==> src/rtl/mist_video_out.sv <==
// Multi-source video output stage for the MiST VGA pins.
// This stage selects one core video stream and measures the polarity of each sync input.
// It expands colour depth to the pin width and enforces blanking.
// It drives H/V sync or composite sync to the pins.
// A source change waits for the new source's vsync so the monitor never sees a torn frame.

// Measures the polarity of one raw sync line by comparing time spent high and low.
module mist_sync_pol #(
  parameter int POL_W = 12
) (
  input  logic clk_sys,
  input  logic reset_n,
  input  logic pix_ce,
  input  logic sync_raw,
  output logic pol_low
);

  logic             sync_prev;
  logic [POL_W-1:0] hi_cnt;
  logic [POL_W-1:0] lo_cnt;

  // Count high/low time between rising edges; the longer level is the idle level.
  always_ff @(posedge clk_sys or negedge reset_n) begin
    if (!reset_n) begin
      sync_prev <= 1'b0;
      hi_cnt    <= '0;
      lo_cnt    <= '0;
      pol_low   <= 1'b0;
    end else if (pix_ce) begin
      sync_prev <= sync_raw;
      if (sync_raw && !sync_prev) begin
        pol_low <= (hi_cnt > lo_cnt);
        hi_cnt  <= '0;
        lo_cnt  <= '0;
      end else if (sync_raw) begin
        if (!(&hi_cnt)) hi_cnt <= hi_cnt + 1'b1;
      end else begin
        if (!(&lo_cnt)) lo_cnt <= lo_cnt + 1'b1;
      end
    end
  end

endmodule

module mist_video_out #(
  parameter int NUM_SRC    = 2,
  parameter int IN_DEPTH   = 6,
  parameter int OUT_DEPTH  = 6,
  parameter int SYNC_AND   = 0,
  parameter int POL_W      = 12,
  parameter int TO_W       = 20,
  parameter int SETTLE_FRM = 1,
  localparam int SW        = (NUM_SRC > 1) ? $clog2(NUM_SRC) : 1
) (
  input  logic                         clk_sys,
  input  logic                         reset_n,
  input  logic                         pix_ce,
  input  logic [SW-1:0]                src_sel,
  input  logic                         csync_en,
  input  logic                         use_blanks,
  input  logic [NUM_SRC*IN_DEPTH-1:0]  R,
  input  logic [NUM_SRC*IN_DEPTH-1:0]  G,
  input  logic [NUM_SRC*IN_DEPTH-1:0]  B,
  input  logic [NUM_SRC-1:0]           HS,
  input  logic [NUM_SRC-1:0]           VS,
  input  logic [NUM_SRC-1:0]           HB,
  input  logic [NUM_SRC-1:0]           VB,
  output logic [OUT_DEPTH-1:0]         VGA_R,
  output logic [OUT_DEPTH-1:0]         VGA_G,
  output logic [OUT_DEPTH-1:0]         VGA_B,
  output logic                         VGA_HS,
  output logic                         VGA_VS,
  output logic [SW-1:0]                active_src,
  output logic                         switching
);

  localparam logic [SW:0] NUM_SRC_W   = (SW + 1)'(NUM_SRC);
  localparam logic [1:0]  SETTLE_INIT = 2'(SETTLE_FRM);

  typedef enum logic [1:0] {ST_IDLE, ST_WAIT, ST_SETTLE} state_t;

  state_t               state, state_nx;
  logic [SW-1:0]        target, target_nx, active_nx;
  logic [TO_W-1:0]      to_cnt, to_cnt_nx;
  logic [1:0]           frm, frm_nx;
  logic                 sel_valid;

  logic [NUM_SRC-1:0]   hs_pol_low, vs_pol_low;
  logic [NUM_SRC-1:0]   s_hs, s_vs, vs_prev, vs_start;

  logic [OUT_DEPTH-1:0] s1_r, s1_g, s1_b;
  logic                 s1_hs, s1_vs;
  logic [IN_DEPTH-1:0]  mux_r, mux_g, mux_b;
  logic                 mux_blank;

  // Replicate the input bits from the MSB downwards to fill the wider output channel.
  function automatic logic [OUT_DEPTH-1:0] expand(input logic [IN_DEPTH-1:0] c);
    logic [OUT_DEPTH-1:0] e;
    e = '0;
    for (int i = 0; i < OUT_DEPTH; i++)
      e[OUT_DEPTH-1-i] = c[IN_DEPTH-1-(i % IN_DEPTH)];
    return e;
  endfunction

  for (genvar n = 0; n < NUM_SRC; n++) begin : g_pol
    mist_sync_pol #(.POL_W(POL_W)) u_hs_pol (
      .clk_sys (clk_sys),
      .reset_n (reset_n),
      .pix_ce  (pix_ce),
      .sync_raw(HS[n]),
      .pol_low (hs_pol_low[n])
    );
    mist_sync_pol #(.POL_W(POL_W)) u_vs_pol (
      .clk_sys (clk_sys),
      .reset_n (reset_n),
      .pix_ce  (pix_ce),
      .sync_raw(VS[n]),
      .pol_low (vs_pol_low[n])
    );
  end

  assign s_hs      = HS ^ hs_pol_low;
  assign s_vs      = VS ^ vs_pol_low;
  assign vs_start  = pix_ce ? (s_vs & ~vs_prev) : '0;
  assign sel_valid = ({1'b0, src_sel} < NUM_SRC_W);
  assign switching = (state != ST_IDLE);

  // Remember the previous normalised vsync level of every source to find frame starts.
  always_ff @(posedge clk_sys or negedge reset_n) begin
    if (!reset_n) vs_prev <= '0;
    else if (pix_ce) vs_prev <= s_vs;
  end

  // Select the active source's colour and blanking for the first pipeline stage.
  always_comb begin
    mux_r     = R[int'(active_src)*IN_DEPTH +: IN_DEPTH];
    mux_g     = G[int'(active_src)*IN_DEPTH +: IN_DEPTH];
    mux_b     = B[int'(active_src)*IN_DEPTH +: IN_DEPTH];
    mux_blank = (use_blanks & (HB[active_src] | VB[active_src])) | switching;
  end

  // Stage 1: expanded, blanked colour and normalised active-high sync.
  always_ff @(posedge clk_sys or negedge reset_n) begin
    if (!reset_n) begin
      s1_r  <= '0;
      s1_g  <= '0;
      s1_b  <= '0;
      s1_hs <= 1'b0;
      s1_vs <= 1'b0;
    end else begin
      s1_r  <= mux_blank ? '0 : expand(mux_r);
      s1_g  <= mux_blank ? '0 : expand(mux_g);
      s1_b  <= mux_blank ? '0 : expand(mux_b);
      s1_hs <= s_hs[active_src];
      s1_vs <= s_vs[active_src];
    end
  end

  // Stage 2: pin registers with active-low separate or composite sync.
  always_ff @(posedge clk_sys or negedge reset_n) begin
    if (!reset_n) begin
      VGA_R  <= '0;
      VGA_G  <= '0;
      VGA_B  <= '0;
      VGA_HS <= 1'b1;
      VGA_VS <= 1'b1;
    end else begin
      VGA_R <= s1_r;
      VGA_G <= s1_g;
      VGA_B <= s1_b;
      if (csync_en) begin
        VGA_HS <= (SYNC_AND != 0) ? ~(s1_hs | s1_vs) : ~(s1_hs ^ s1_vs);
        VGA_VS <= 1'b1;
      end else begin
        VGA_HS <= ~s1_hs;
        VGA_VS <= ~s1_vs;
      end
    end
  end

  // Switch FSM state and bookkeeping registers.
  always_ff @(posedge clk_sys or negedge reset_n) begin
    if (!reset_n) begin
      state      <= ST_IDLE;
      target     <= '0;
      active_src <= '0;
      to_cnt     <= '0;
      frm        <= '0;
    end else begin
      state      <= state_nx;
      target     <= target_nx;
      active_src <= active_nx;
      to_cnt     <= to_cnt_nx;
      frm        <= frm_nx;
    end
  end

  // Switch FSM decisions, taken only on pixel strobes.
  always_comb begin
    state_nx  = state;
    target_nx = target;
    active_nx = active_src;
    to_cnt_nx = to_cnt;
    frm_nx    = frm;
    if (NUM_SRC > 1 && pix_ce) begin
      case (state)
        ST_IDLE: begin
          if (sel_valid && src_sel != active_src) begin
            target_nx = src_sel;
            to_cnt_nx = '0;
            state_nx  = ST_WAIT;
          end
        end
        ST_WAIT: begin
          if (src_sel == active_src) begin
            state_nx = ST_IDLE;
          end else if (sel_valid && src_sel != target) begin
            target_nx = src_sel;
            to_cnt_nx = '0;
          end else if (vs_start[target] || (&to_cnt)) begin
            active_nx = target;
            frm_nx    = SETTLE_INIT;
            state_nx  = (SETTLE_FRM == 0) ? ST_IDLE : ST_SETTLE;
          end else begin
            to_cnt_nx = to_cnt + 1'b1;
          end
        end
        ST_SETTLE: begin
          if (sel_valid && src_sel != active_src) begin
            target_nx = src_sel;
            to_cnt_nx = '0;
            state_nx  = ST_WAIT;
          end else if (vs_start[active_src]) begin
            if (frm <= 2'd1) begin
              frm_nx   = '0;
              state_nx = ST_IDLE;
            end else begin
              frm_nx = frm - 1'b1;
            end
          end
        end
        default: state_nx = ST_IDLE;
      endcase
    end
  end

endmodule
==> config.mk <==
export PLATFORM = sky130hd
export DESIGN_NAME = mist_video_out
export DESIGN_NICKNAME = d
export VERILOG_FILES = /design/src/rtl/mist_video_out.sv
export SDC_FILE = /design/constraint.sdc
export NUM_CORES = 1
export LEC_CHECK = 0
export CAP_MARGIN = 20
export CORE_ASPECT_RATIO = 1.75
export CORE_UTILIZATION = 30
export DETAILED_ROUTE_END_ITERATION = 16
export HOLD_SLACK_MARGIN = 0.02
export SYNTH_ARGS = -nofsm -noshare
export SYNTH_HDL_FRONTEND = slang
export SYNTH_SLANG_ARGS = --single-unit
==> constraint.sdc <==
create_clock -name clk_sys -period 6.41 [get_ports clk_sys]
set_clock_uncertainty 0.1 [all_clocks]
set_input_delay 1.923 -clock clk_sys [delete_from_list [all_inputs] [get_ports clk_sys]]
set_output_delay 1.923 -clock clk_sys [all_outputs]
set_load 0.05 [all_outputs]
[Word-level counts from Yosys, hierarchy flattened]
Cells that the tools add are included.
Operators by class
  $add $sub $neg: 10
  multipliers: 1
  divide/modulo/power cells: 0
  $lt $le $gt $ge: 7
  eq/ne operators: 30
  shift-type cells: 3
  multiplexer cells: 66
  bitwise gates (word level): 13
  reduce and logical (&&, ||, !) cells: 44
Operators by type and width (count)
  $mux 12: 24
  $add 12x1->12 const B: 8
  $reduce_and 12->1: 8
  $mux 20: 4
  $shiftx 12x32->6: 2
  $gt 12x12->1: 4
  $pmux 20 s2: 1
  $mux 2: 14
  $ne 2x1->1 const B: 13
  $reduce_and 3->1: 8
  $add 20x1->20 const B: 1
  $reduce_and 20->1: 1
  $mux 6: 3
  $mux 1: 17
  $ne 3x3->1 const B: 5
  $reduce_and 5->1: 3
  $ne 2x2->1 const B: 7
  $reduce_bool 2->1: 7
  $shiftx 12x5->6: 1
  $reduce_and 2->1: 4
  $reduce_and 7->1: 1
  $pmux 2 s3: 1
  $reduce_and 6->1: 1
  $not 1->1: 5
  21 further kinds: 31
Word-level totals
  register bits: 172
  latch bits: 0
  bits in writable memories: 0
  bits in read-only memories: 0
  input bits: 50
  output and inout port bits: 22
  word-level logic and storage cells: 206
  memories kept: 0

[Logic depth before layout (Yosys ltp)]
Gate-level depths: netlist of run 1.
  depth in word-level cells: 10
  mapped depth: 9
  mapped depth without buffers: 8

[Hierarchy]
A second synthesis of run 1 with hierarchy kept.
Second synthesis, totals
  cells, all modules: 1106
  area total of the unflattened synthesis: 10751.6 um2
Modules (own cells, without submodules)
  mist_sync_pol: times used 4, cells an instance 205, area an instance 1861.8 um2, sequential area each 650.6 um2
  mist_video_out: times used 1, cells an instance 286, area an instance 3304.4 um2, sequential area each 1704.1 um2

[Least setup slack after synthesis of run 1]
No wires, ideal clock.
  kind: in2reg
  start: input VS[1]
  end: register to_cnt[19]
  setup time: 0.066 ns
  arrival time: 3.424 ns
  required time: 6.244 ns
  path slack: 2.820 ns
  cell stages on the path: 7
  buffers on the path: 1
  cells stage by stage: xnor2_1 > or3_1 > mux2i_1 > o41a_4 > buf_6 > or4_1 > nand2_1
Between the ends
  longest elaborated chain between the ends: 8
Ends and longest elaborated chain
  start, declared: line 65  | input logic [NUM_SRC-1:0] VS,
  $xor 2x2->2: line 123  | assign s_vs = VS ^ vs_pol_low;
  $and 2x2->2: line 124  | assign vs_start = pix_ce ? (s_vs & ~vs_prev) : '0;
  $mux 2: line 124
  $mux 1 (implied by the code) (2 in series): line 220  | end else if (vs_start[target] || (&to_cnt)) begin
  $logic_or 1x1->1: line 220
  $ne 3x3->1 (no source line)
  $reduce_and 5->1 (no source line)
  end signal, assigned: line 193  | to_cnt <= to_cnt_nx;
  end, declared: line 84  | logic [TO_W-1:0] to_cnt, to_cnt_nx;
No other way between the ends. The select of a mux whose other input is x is not followed.
A chain may end at the register's enable or synchronous reset.

[Worst setup path in the final report of run 1]
  start: input pix_ce
  end: register to_cnt[13]
Between the ends
  longest elaborated chain between the ends: 6
Ends and longest elaborated chain
  start, declared: line 57  | input logic pix_ce,
  $mux 2: line 124
  $mux 1 (implied by the code) (2 in series): line 220
  $logic_or 1x1->1: line 220
  $ne 3x3->1 (no source line)
  $reduce_and 5->1 (no source line) *
Every way passes the cells marked *; elsewhere a longest branch is shown, timed or not. The select of a mux whose other input is x is not followed.

==> Implementation_results.wiki, run 1 <==
{| class="wikitable"
! Metric !! Value
|-
| Result of the run || complete, no violations
|-
| FP Rows || 84
|-
| Synth Flop Type || sky130_fd_sc_hd__dfrtp_1
|-
| Crit path cell chain || clkdlybuf4s50_1 -> buf_4 -> nand2_2 -> o41a_4 -> or4_1 -> a21oi_1
|-
| Worst setup path end || to_cnt[13]$_DFFE_PN0P_
|-
| Cell accounting for the most synthesized area || sky130_fd_sc_hd__dfrtp_1
|-
| Layout-stage area growth over the synthesis result || 19.5%
|-
| Data arrival time of the worst path || between 4000 and 5000 ps
|-
| Slack of the critical path || around 2300 ps
|-
| Placed wire-length estimate after detailed placement || 15.7 mm
|-
| Crit. Startpoint || pix_ce
|-
| DRT antenna net count || 0
|-
| R2R Setup Slk || approximately 3700 ps
|-
| Area of the mapped netlist || ~9200 um2
|-
| Std-Cell Core Area || 30,200 um2
|-
| Basic-gate share of the synthesized area counting and, or, nand and nor cells || 21.5%
|-
| WL/cell || ~15 um
|-
| Relative slew slack || around a third
|-
| Critical Path Sink Type || register
|-
| Synthesized netlist cell count || 976
|-
| R2R cell count || 6
|-
| Total area of sequential cells || about 4300 um2
|-
| Wire length after detailed routing || 21.2 mm
|-
| Clock buffer count from CTS || 17
|-
| Clock Latency Late Sink || around 450 ps
|-
| Post-synth EDFFs || 0
|-
| GRT Total Usage || 14.2%
|-
| CTS root buffer || sky130_fd_sc_hd__clkbuf_16
|-
| Final Setup Violations || 0
|-
| Detailed router's first-iteration violation count || roughly 280
|-
| Pwr dens || about 300 nW/um2
|-
| Parity-gate share of the synthesized area counting xor and xnor cells || under 10%
|-
| Count of final max-slew check failures || 0
|-
| Starting density of the core || a little under a third
|-
| P_leak || between 0.004 and 0.005 uW
|-
| Number of global-route vias before repair || 7,211
|-
| Fill count || about 3,000
|-
| Final total negative setup slack || 0 ps
|-
| Clock transition at path regs || 70 ps
|-
| Total number of H-tree levels || 4
|-
| Count of unique library cells instantiated by Yosys || 56
|-
| Flops & latches, synth || 172
|-
| Post_cts resized || 0
|-
| Critical path required time || about 6700 ps
|-
| Via-to-Cell Ratio || between 5 and 6
|-
| Antenna violations before repair || 1
|-
| Drt pass-1 iters || 4
|-
| Final critical-path required period || between 4000 and 5000 ps
|-
| CP peak stage delay || approximately 660 ps
|-
| Fin. Hold Viols || 0
|-
| Height of the die || about 230 um
|-
| Proportion of netlist area held by the largest area contributor || a little under half
|-
| Multi-input logic area || about 4600 um2
|-
| Mapped Nets || about 1,100
|-
| Maxcap violations || 0
|-
| Final Core Density || 36.6%
|-
| Worst min-delay path category || reg -> reg
|-
| Die ar. || 31,500 um2
|-
| Routability congestion estimate || approximately 0.82
|-
| Share of synthesized area spent on multiplexers || around 3.3%
|-
| Maximum frequency from static timing analysis || ~0.25 GHz
|-
| Synth Area in Compound Gates || between 10 and 15%
|-
| Worst vdd ir || around 190 uV
|-
| Buffers inserted during post-CTS setup optimization || 0
|-
| Via count of the routed design || slightly above 7,000
|-
| Dominant combinational cell family by area after synthesis || simple AND/OR/NAND/NOR gates
|-
| Number of buffers added to fix hold violations after cts || 0
|-
| IO Pins || between 70 and 80
|-
| Global-route wire length before repair || around 35 mm
|-
| DRC Markers || 0
|-
| Adder and majority cell fraction of the synthesized area || around 7.7%
|-
| Share of post-route cells with drive strength above 1 || under 10%
|-
| Average size of a mapped cell || 9.47 um2
|-
| Final cycle utilization of the critical path || roughly 64%
|-
| Die width || roughly 130 um
|-
| Highest-delay cell along the critical path || sky130_fd_sc_hd__clkdlybuf4s50_1
|-
| Overall power of the completed layout || about 3300 uW
|-
| Largest cells by area after synthesis || sky130_fd_sc_hd__dfrtp_1 (46%), sky130_fd_sc_hd__ha_1 (7.7%), sky130_fd_sc_hd__nor2_1 (5.6%)
|-
| Pin count of the biggest net entering global routing || roughly 110
|-
| R2R Path End || to_cnt[13]$_DFFE_PN0P_
|-
| CTS tree || built
|-
| Category of the critical setup timing path || in -> reg
|-
| Nets || 1,156
|-
| Clock buffer depth || 2
|-
| Yosys synthesis warning count || 0
|-
| FFs w/ async S/R, synth || 100%
|-
| Unrepaired setup endpoints after global routing || no
|-
| Max Fanout on Critical Path || 35
|-
| Number of buffer cells added on primary ports || 71
|-
| Slew @ Worst Pin || between 900 and 1000 ps
|-
| Overflow after GRT || 0
|-
| Nature of the critical path startpoint || input port
|-
| R2R Path Start || active_src$_DFFE_PN0P_
|-
| Number of clock sinks || about 170
|-
| Post-synthesis sequential area ratio || about 47%
|-
| Pre-CTS setup slack || around 1900 ps
|}
-- worst max-delay path, delay by kind of cell --
kind,cells,cell delay (ps)
buffers and inverters,2,1000
AND/OR/NAND/NOR,2,630
AO/OA/AOI/OAI,2,770
-- placed cells by master, fill, tap and decap left out, types with 10 or more instances in the layout --
cell                              instances
sky130_fd_sc_hd__dfrtp_1                170
sky130_fd_sc_hd__nor2_1                 137
sky130_fd_sc_hd__nand2_1                 72
sky130_fd_sc_hd__clkdlybuf4s50_1         70
sky130_fd_sc_hd__inv_1                   63
sky130_fd_sc_hd__ha_1                    57
sky130_fd_sc_hd__nand4_1                 52
sky130_fd_sc_hd__o21ai_0                 47
sky130_fd_sc_hd__nand3_1                 45
sky130_fd_sc_hd__xnor2_1                 43
sky130_fd_sc_hd__a21oi_1                 40
sky130_fd_sc_hd__xor2_1                  28
sky130_fd_sc_hd__mux2i_1                 26
sky130_fd_sc_hd__nor3_1                  23
sky130_fd_sc_hd__clkbuf_16               17
sky130_fd_sc_hd__and3_1                  13
sky130_fd_sc_hd__a21o_1                  11
sky130_fd_sc_hd__or4_1                   11
sky130_fd_sc_hd__nor2b_1                 10
-- per-stage QoR --
stage	hold WS, ps	cell area, um2	instances
2_1_floorplan	231	9240	976
3_3_place_gp	231	10400	1416
3_5_place_dp	235	10400	1416
4_1_cts	253	11000	1448
5_1_grt	255	11000	1450
6_report	251	11000	1450
-- cell type report --
class	count	share of cell area (%)
Sequential cell	172	39.0
Clock buffer	17	3.85
Tap cell	387	4.39
Timing Repair Buffer	80	7.24
Antenna cell	1	0.0227
Inverter	63	2.14
Multi-Input combinational cell	715	41.5
Clock inverter	15	1.82
-- layer usage --
metal / global-route usage, % / wire [um]
met1: 14.8 / 8190
met2: 26.9 / 11900
met3: 2.72 / 539
met4: 6.46 / 605
met5: 0 / 0
-- sequential cells by signal, summed over array words and instances, names as in the netlist, 20 cells and up --
signal / flops
g_pol.u_vs_pol.lo_cnt: 24
g_pol.u_hs_pol.hi_cnt: 24
g_pol.u_hs_pol.lo_cnt: 24
g_pol.u_vs_pol.hi_cnt: 24
to_cnt: 20
-- logic make-up after synthesis --
logic type	count (synthesis)
AO/OA/AOI/OAI	149
XOR/XNOR	72
adder cells (fa/ha/maj)	57
buffers and inverters	89
flip-flops	172
multiplexers	30
AND/OR/NAND/NOR	407
-- how the worst min path moves through the flow --
stage / startpoint / end / slack (ps) / cells after the start
5_1_grt: s1_g[2]$_DFF_PN0_ / VGA_G[2]$_DFF_PN0_ / 260 / 0
3_5_place_dp: s1_b[1]$_DFF_PN0_ / VGA_B[1]$_DFF_PN0_ / 230 / 0
3_3_place_gp: s1_g[2]$_DFF_PN0_ / VGA_G[2]$_DFF_PN0_ / 230 / 0
6_report: s1_b[1]$_DFF_PN0_ / VGA_B[1]$_DFF_PN0_ / 250 / 0
2_1_floorplan: s1_b[0]$_DFF_PN0_ / VGA_B[0]$_DFF_PN0_ / 230 / 0
4_1_cts: s1_r[5]$_DFF_PN0_ / VGA_R[5]$_DFF_PN0_ / 250 / 0
-- report_power, final --
group | switching [uW] | leakage (uW) | internal, uW | total (uW)
Clock | 519 | 0.000305 | 566 | 1080
Sequential | 127 | 0.00231 | 1240 | 1370
Combinational | 535 | 0.00221 | 329 | 864
Total | 1180 | 0.00483 | 2140 | 3320
-- cell usage after synthesis (8+ instances only) --
master	instances
sky130_fd_sc_hd__or4_1	11
sky130_fd_sc_hd__a21oi_1	40
sky130_fd_sc_hd__xor2_1	28
sky130_fd_sc_hd__ha_1	57
sky130_fd_sc_hd__nor2_1	137
sky130_fd_sc_hd__nand2_1	72
sky130_fd_sc_hd__and4_1	8
sky130_fd_sc_hd__dfrtp_1	170
sky130_fd_sc_hd__a21o_1	11
sky130_fd_sc_hd__xnor2_1	43
sky130_fd_sc_hd__inv_1	63
sky130_fd_sc_hd__or3_1	9
sky130_fd_sc_hd__mux2i_1	26
sky130_fd_sc_hd__nand4_1	52
sky130_fd_sc_hd__and3_1	13
sky130_fd_sc_hd__nor3_1	23
sky130_fd_sc_hd__o21ai_0	47
sky130_fd_sc_hd__clkbuf_1	17
sky130_fd_sc_hd__nand3_1	45
sky130_fd_sc_hd__nor2b_1	10
(Power assumes the default switching activity.)
==> run 2: changes to the inputs <==
clock period = 3.7 ns   (was 6.41 ns; I/O delays follow)
==> Implementation_results.wiki, run 2 (same netlist as run 1, synthesis figures left out) <==
{| class="wikitable"
! Metric !! Value
|-
| R2R cell count || 7 (+1)
|-
| Maxcap violations || 0 (unchanged)
|-
| Clock buffer count from CTS || 17 (unchanged)
|-
| P_leak || 0.00492 uW (+1.9%)
|-
| FP Rows || 84 (unchanged)
|-
| Data arrival time of the worst path || 2050 ps (-2300 ps)
|-
| Category of the critical setup timing path || reg -> out
|-
| Most common cell after layout, fill and taps aside || sky130_fd_sc_hd__dfrtp_1
|-
| Overall power of the completed layout || 5760 uW (+74%)
|-
| Number of clock sinks || 172 (unchanged)
|-
| Post_cts resized || 0 (unchanged)
|-
| Starting density of the core || 30.6% (unchanged)
|-
| GRT Total Usage || 14.9% (+0.75 points)
|-
| Critical path required time || 2490 ps (-4190 ps)
|-
| Worst min-delay path category || reg -> reg
|-
| Pin count of the biggest net entering global routing || 65 (-40%)
|-
| Critical Path Sink Type || output pin
|-
| Clock buffer depth || 2 (unchanged)
|-
| Via-to-Cell Ratio || 5.00 (about the same)
|-
| Buffers inserted during post-CTS setup optimization || 0 (unchanged)
|-
| Final total negative setup slack || 0 ps (unchanged)
|-
| Die ar. || 31,500 um2 (unchanged)
|-
| Result of the run || complete, no violations
|-
| Highest-delay cell along the critical path || sky130_fd_sc_hd__clkdlybuf4s50_1
|-
| Worst vdd ir || 433 uV (+130%)
|-
| Slack of the critical path || 444 ps (-1890 ps)
|-
| Count of antenna diodes in the layout || 0 (-1)
|-
| Count of final max-slew check failures || 0 (unchanged)
|-
| Height of the die || 234 um (unchanged)
|-
| Pwr dens || 517 nW/um2 (+72%)
|-
| Max Fanout on Critical Path || 11 (-69%)
|-
| IO Pins || 72 (unchanged)
|-
| Final cycle utilization of the critical path || 88.0%
|-
| Nature of the critical path startpoint || register
|-
| Relative slew slack || 40.6% (+6.3 points)
|-
| Slew @ Worst Pin || 890 ps (-71.7 ps)
|-
| Clock transition at path regs || 80 ps (about the same)
|-
| Most used cells in the layout excluding fill and tap cells || sky130_fd_sc_hd__dfrtp_1 (170), sky130_fd_sc_hd__nor2_1 (137), sky130_fd_sc_hd__nand2_1 (72)
|-
| Fin. Hold Viols || 0 (unchanged)
|-
| Worst setup path end || switching
|-
| Crit path cell chain || or2_2 -> clkdlybuf4s50_1
|-
| Number of buffers added to fix hold violations after cts || 0 (unchanged)
|-
| Layout-stage area growth over the synthesis result || 20.8%
|-
| Final critical-path required period || between 3000 and 4000 ps
|-
| R2R Path End || to_cnt[13]$_DFFE_PN0P_
|-
| Clock Latency Late Sink || 450 ps (about the same)
|-
| Antenna violations before repair || 0 (-1)
|-
| Fill count || 2,962 (-0.77%)
|-
| Wire length after detailed routing || 21.7 mm (+2.5%)
|-
| Overflow after GRT || 0 (unchanged)
|-
| Placed wire-length estimate after detailed placement || 16.3 mm (+3.8%)
|-
| Routability congestion estimate || 0.846 (+2.8%)
|-
| DRT antenna net count || 0 (unchanged)
|-
| Number of global-route vias before repair || 7,738 (+7.3%)
|-
| Via count of the routed design || 7,343 (+1.3%)
|-
| Crit. Startpoint || state[0]$_DFFE_PN0P_
|-
| Share of post-route cells with drive strength above 1 || 7.22% (+1.7 points)
|-
| CTS root buffer || sky130_fd_sc_hd__clkbuf_16
|-
| Pre-CTS setup slack || 122 ps (-1750 ps)
|-
| Min Hold Slack || 249 ps (-1.53 ps)
|-
| CP peak stage delay || 710 ps (+50 ps)
|-
| Std-Cell Core Area || 30,200 um2 (unchanged)
|-
| Total number of H-tree levels || 4 (unchanged)
|-
| Final Setup Violations || 0 (unchanged)
|-
| Drt pass-1 iters || 4 (unchanged)
|-
| R2R Path Start || to_cnt[0]$_DFFE_PN0P_
|-
| Nets || 1,175 (+1.6%)
|-
| DRC Markers || 0 (unchanged)
|-
| Number of buffer cells added on primary ports || 71 (unchanged)
|-
| Die width || 135 um (unchanged)
|-
| Detailed router's first-iteration violation count || 343 (+21%)
|-
| WL/cell || 14.8 um (+1.2%)
|-
| Unrepaired setup endpoints after global routing || no
|-
| R2R Setup Slk || 1100 ps (-2620 ps)
|-
| Maximum frequency from static timing analysis || between 0.3 and 0.4 GHz
|-
| CTS tree || built
|-
| Global-route wire length before repair || 37.0 mm (+5.6%)
|}
-- run 2: changes by cell type in the layout (fill, tap and decap cells not counted), sizes merged --
| cell | before | now |
|---|---|---|
| bufinv | 1 | 2 |
| clkbuf | 17 | 18 |
| buf | 10 | 30 |
| clkinv | 8 | 3 |
| clkdlybuf4s50 | 70 | 69 |
| diode | 1 | 0 |
| inv | 69 | 72 |
-- run 2: cell type report --
| class | count | area [um2] | area share [%] |
|---|---|---|---|
| Clock buffer | 18 | 429 | 3.85 |
| Multi-Input combinational cell | 715 | 4590 | 41.1 |
| Clock inverter | 14 | 171 | 1.54 |
| Tap cell | 387 | 484 | 4.34 |
| Sequential cell | 172 | 4310 | 38.6 |
| Timing Repair Buffer | 99 | 945 | 8.47 |
| Inverter | 63 | 236 | 2.12 |
-- run 2: report_power, final --
part           leakage, uW  switching [uW]  total (uW)  internal [uW]
combinational      0.00231             929        1530            597
sequential         0.00231             222        2380           2160
clock             0.000298             837        1860           1020
total              0.00492            1990        5760           3780
-- run 2: how the worst min path moves through the flow --
stage          depth (start not counted)                  to         startpoint  slack [ps]
6_report                               0  VGA_R[3]$_DFF_PN0_  s1_r[3]$_DFF_PN0_         250
5_1_grt                                0  VGA_R[2]$_DFF_PN0_  s1_r[2]$_DFF_PN0_         250
4_1_cts                                0  VGA_G[3]$_DFF_PN0_  s1_g[3]$_DFF_PN0_         250
3_5_place_dp                           0  VGA_R[2]$_DFF_PN0_  s1_r[2]$_DFF_PN0_         240
3_3_place_gp                           0  VGA_G[2]$_DFF_PN0_  s1_g[2]$_DFF_PN0_         230
2_1_floorplan                          0  VGA_B[0]$_DFF_PN0_  s1_b[0]$_DFF_PN0_         230
-- run 2: critical path, delay by kind of cell (launching register included) --
| family | cells | cell delay (ps) |
|---|---|---|
| and+or+nand+nor | 1 | 380 |
| DFF | 1 | 500 |
| buffers and inverters | 1 | 710 |
-- run 2: metrics by stage --
stage               cell area [um2]  cells  util (%)
CTS                           11200   1468      37.0
global route                  11200   1468      37.0
floorplan                      9240    976         -
finish                        11200   1468      37.0
detailed placement            10600   1436      35.0
global placement              10600   1436      35.0
-- run 2: metal layers --
layer | wire length (um) | up-vias | track usage (%)
li1 | - | 3615 | -
met1 | 8190 | 3577 | 15.1
met2 | 12400 | 114 | 28.6
met3 | 478 | 37 | 2.49
met4 | 659 | 0 | 7.97
met5 | 0 | - | 0
==> run 3: changes to the inputs <==
PLACE_DENSITY = 0.57   (was not set)
==> Implementation_results.wiki, run 3 (same netlist as run 1, synthesis figures left out) <==
{| class="wikitable"
! Metric !! Value
|-
| CTS root buffer || sky130_fd_sc_hd__clkbuf_16
|-
| Final Setup Violations || 0 (unchanged)
|-
| Number of global-route vias before repair || 7,577 (-2.1%)
|-
| Category of the critical setup timing path || reg -> out
|-
| GRT Total Usage || 14.7% (-0.22 points)
|-
| Routability congestion estimate || 0.835 (-1.3%)
|-
| Die ar. || 31,500 um2 (unchanged)
|-
| Buffers inserted during post-CTS setup optimization || 0 (unchanged)
|-
| Starting density of the core || 30.6% (unchanged)
|-
| Placed wire-length estimate after detailed placement || 16.3 mm (about the same)
|-
| Post_cts resized || 0 (unchanged)
|-
| Nets || 1,172 (-0.26%)
|-
| Final cycle utilization of the critical path || 87.6% (-0.37 points)
|-
| Slew @ Worst Pin || 967 ps (+76.7 ps)
|-
| Global-route wire length before repair || 36.7 mm (-0.91%)
|-
| Nature of the critical path startpoint || register
|-
| Critical path required time || 2490 ps (about the same)
|-
| Die width || 135 um (unchanged)
|-
| Pin count of the biggest net entering global routing || 55 (-15%)
|-
| Wire length after detailed routing || 21.6 mm (-0.52%)
|-
| Final total negative setup slack || 0 ps (unchanged)
|-
| Number of buffer cells added on primary ports || 71 (unchanged)
|-
| FP Rows || 84 (unchanged)
|-
| Maxcap violations || 0 (unchanged)
|-
| Clock buffer count from CTS || 17 (unchanged)
|-
| Min Hold Slack || 250 ps (+0.387 ps)
|-
| Via-to-Cell Ratio || 4.99 (-0.29%)
|-
| P_leak || 0.00490 uW (-0.42%)
|-
| WL/cell || 14.8 um (-0.32%)
|-
| Pwr dens || 516 nW/um2 (about the same)
|-
| Worst min-delay path category || reg -> reg
|-
| Count of final max-slew check failures || 0 (unchanged)
|-
| Maximum frequency from static timing analysis || 0.308 GHz (+0.42%)
|-
| DRC Markers || 0 (unchanged)
|-
| Layout-stage area growth over the synthesis result || 20.6%
|-
| IO Pins || 72 (unchanged)
|-
| Critical Path Sink Type || output pin
|-
| Number of placed instances with taps included || 1,433 (-0.21%)
|-
| Unrepaired setup endpoints after global routing || no
|-
| Clock Latency Late Sink || 450 ps (about the same)
|-
| CTS tree || built
|-
| Drt pass-1 iters || 4 (unchanged)
|-
| Count of antenna diodes in the layout || 0 (unchanged)
|-
| Relative slew slack || 35.4% (-5.1 points)
|-
| Data arrival time of the worst path || 2030 ps (-20 ps)
|-
| Detailed router's first-iteration violation count || 314 (-8.5%)
|-
| Overall power of the completed layout || 5750 uW (-0.19%)
|-
| Most common cell after layout, fill and taps aside || sky130_fd_sc_hd__dfrtp_1
|-
| Std-Cell Core Area || 30,200 um2 (unchanged)
|-
| Fin. Hold Viols || 0 (unchanged)
|-
| Most used cells in the layout excluding fill and tap cells || sky130_fd_sc_hd__dfrtp_1 (170), sky130_fd_sc_hd__nor2_1 (137), sky130_fd_sc_hd__nand2_1 (72)
|-
| Non-filler cells in the finished layout || 1,465 (-0.20%)
|-
| Number of clock sinks || 172 (unchanged)
|-
| Antenna violations before repair || 0 (unchanged)
|-
| Clock buffer depth || 2 (unchanged)
|-
| Number of buffers added to fix hold violations after cts || 0 (unchanged)
|-
| Share of post-route cells with drive strength above 1 || 7.05% (-0.17 points)
|-
| Overflow after GRT || 0 (unchanged)
|-
| Result of the run || complete, no violations
|-
| Max Fanout on Critical Path || 11 (unchanged)
|-
| Total number of H-tree levels || 4 (unchanged)
|-
| Clock transition at path regs || 70 ps (about the same)
|-
| Final critical-path required period || 3240 ps (-13.6 ps)
|-
| Height of the die || 234 um (unchanged)
|-
| Via count of the routed design || 7,307 (-0.49%)
|-
| DRT antenna net count || 0 (unchanged)
|-
| Worst vdd ir || 514 uV (+19%)
|}
run 3: worst paths after layout:
check                                           start                                      end  slack [ps]  cells past startpoint
worst max register to register  to_cnt[0]$_DFFE_PN0P_                   to_cnt[13]$_DFFE_PN0P_        1080                      7
min in group asynchronous                     reset_n  g_pol[0].u_vs_pol.hi_cnt[5]$_DFFE_PN0P_         510                      1
max in group asynchronous                     reset_n                         VGA_VS$_DFF_PN1_        2230                      2
worst min register to register      s1_g[3]$_DFF_PN0_                       VGA_G[3]$_DFF_PN0_         250                      0
worst min-delay path                s1_g[3]$_DFF_PN0_                       VGA_G[3]$_DFF_PN0_         250                      0
worst max-delay path             state[0]$_DFFE_PN0P_                                switching         460                      2
run 3: layout make-up:
cell class | count | area, um2
Fill cell | 2996 | 19000
Inverter | 63 | 236
Tap cell | 387 | 484
Clock buffer | 18 | 439
Timing Repair Buffer | 96 | 922
Multi-Input combinational cell | 715 | 4590
Sequential cell | 172 | 4310
Clock inverter | 14 | 165
run 3: critical path: stages, from the launching register on:
cell and delay [ps]:
sky130_fd_sc_hd__dfrtp_1 500, sky130_fd_sc_hd__or2_2 380, sky130_fd_sc_hd__clkdlybuf4s50_1 710
run 3: stage by stage:
| step | worst slack, ps | utilization (%) | area, um2 |
|---|---|---|---|
| 5_1_grt | 393 | 36.9 | 11100 |
| 6_report | 457 | 36.9 | 11100 |
| 3_3_place_gp | 161 | 34.9 | 10500 |
| 3_5_place_dp | 112 | 34.9 | 10500 |
| 4_1_cts | 449 | 36.9 | 11100 |
| 2_1_floorplan | 923 | - | 9240 |
run 3: power breakdown:
group	internal, uW	switching (uW)
clock network	985	856
registers	2150	220
logic	600	937
run 3: routing by layer:
metal	GRT usage [%]	wire length [um]	up-vias
met5	0	0	-
met4	6.29	537	0
met3	2.44	505	35
met2	28.8	12300	109
met1	15.0	8280	3556
li1	-	-	3607
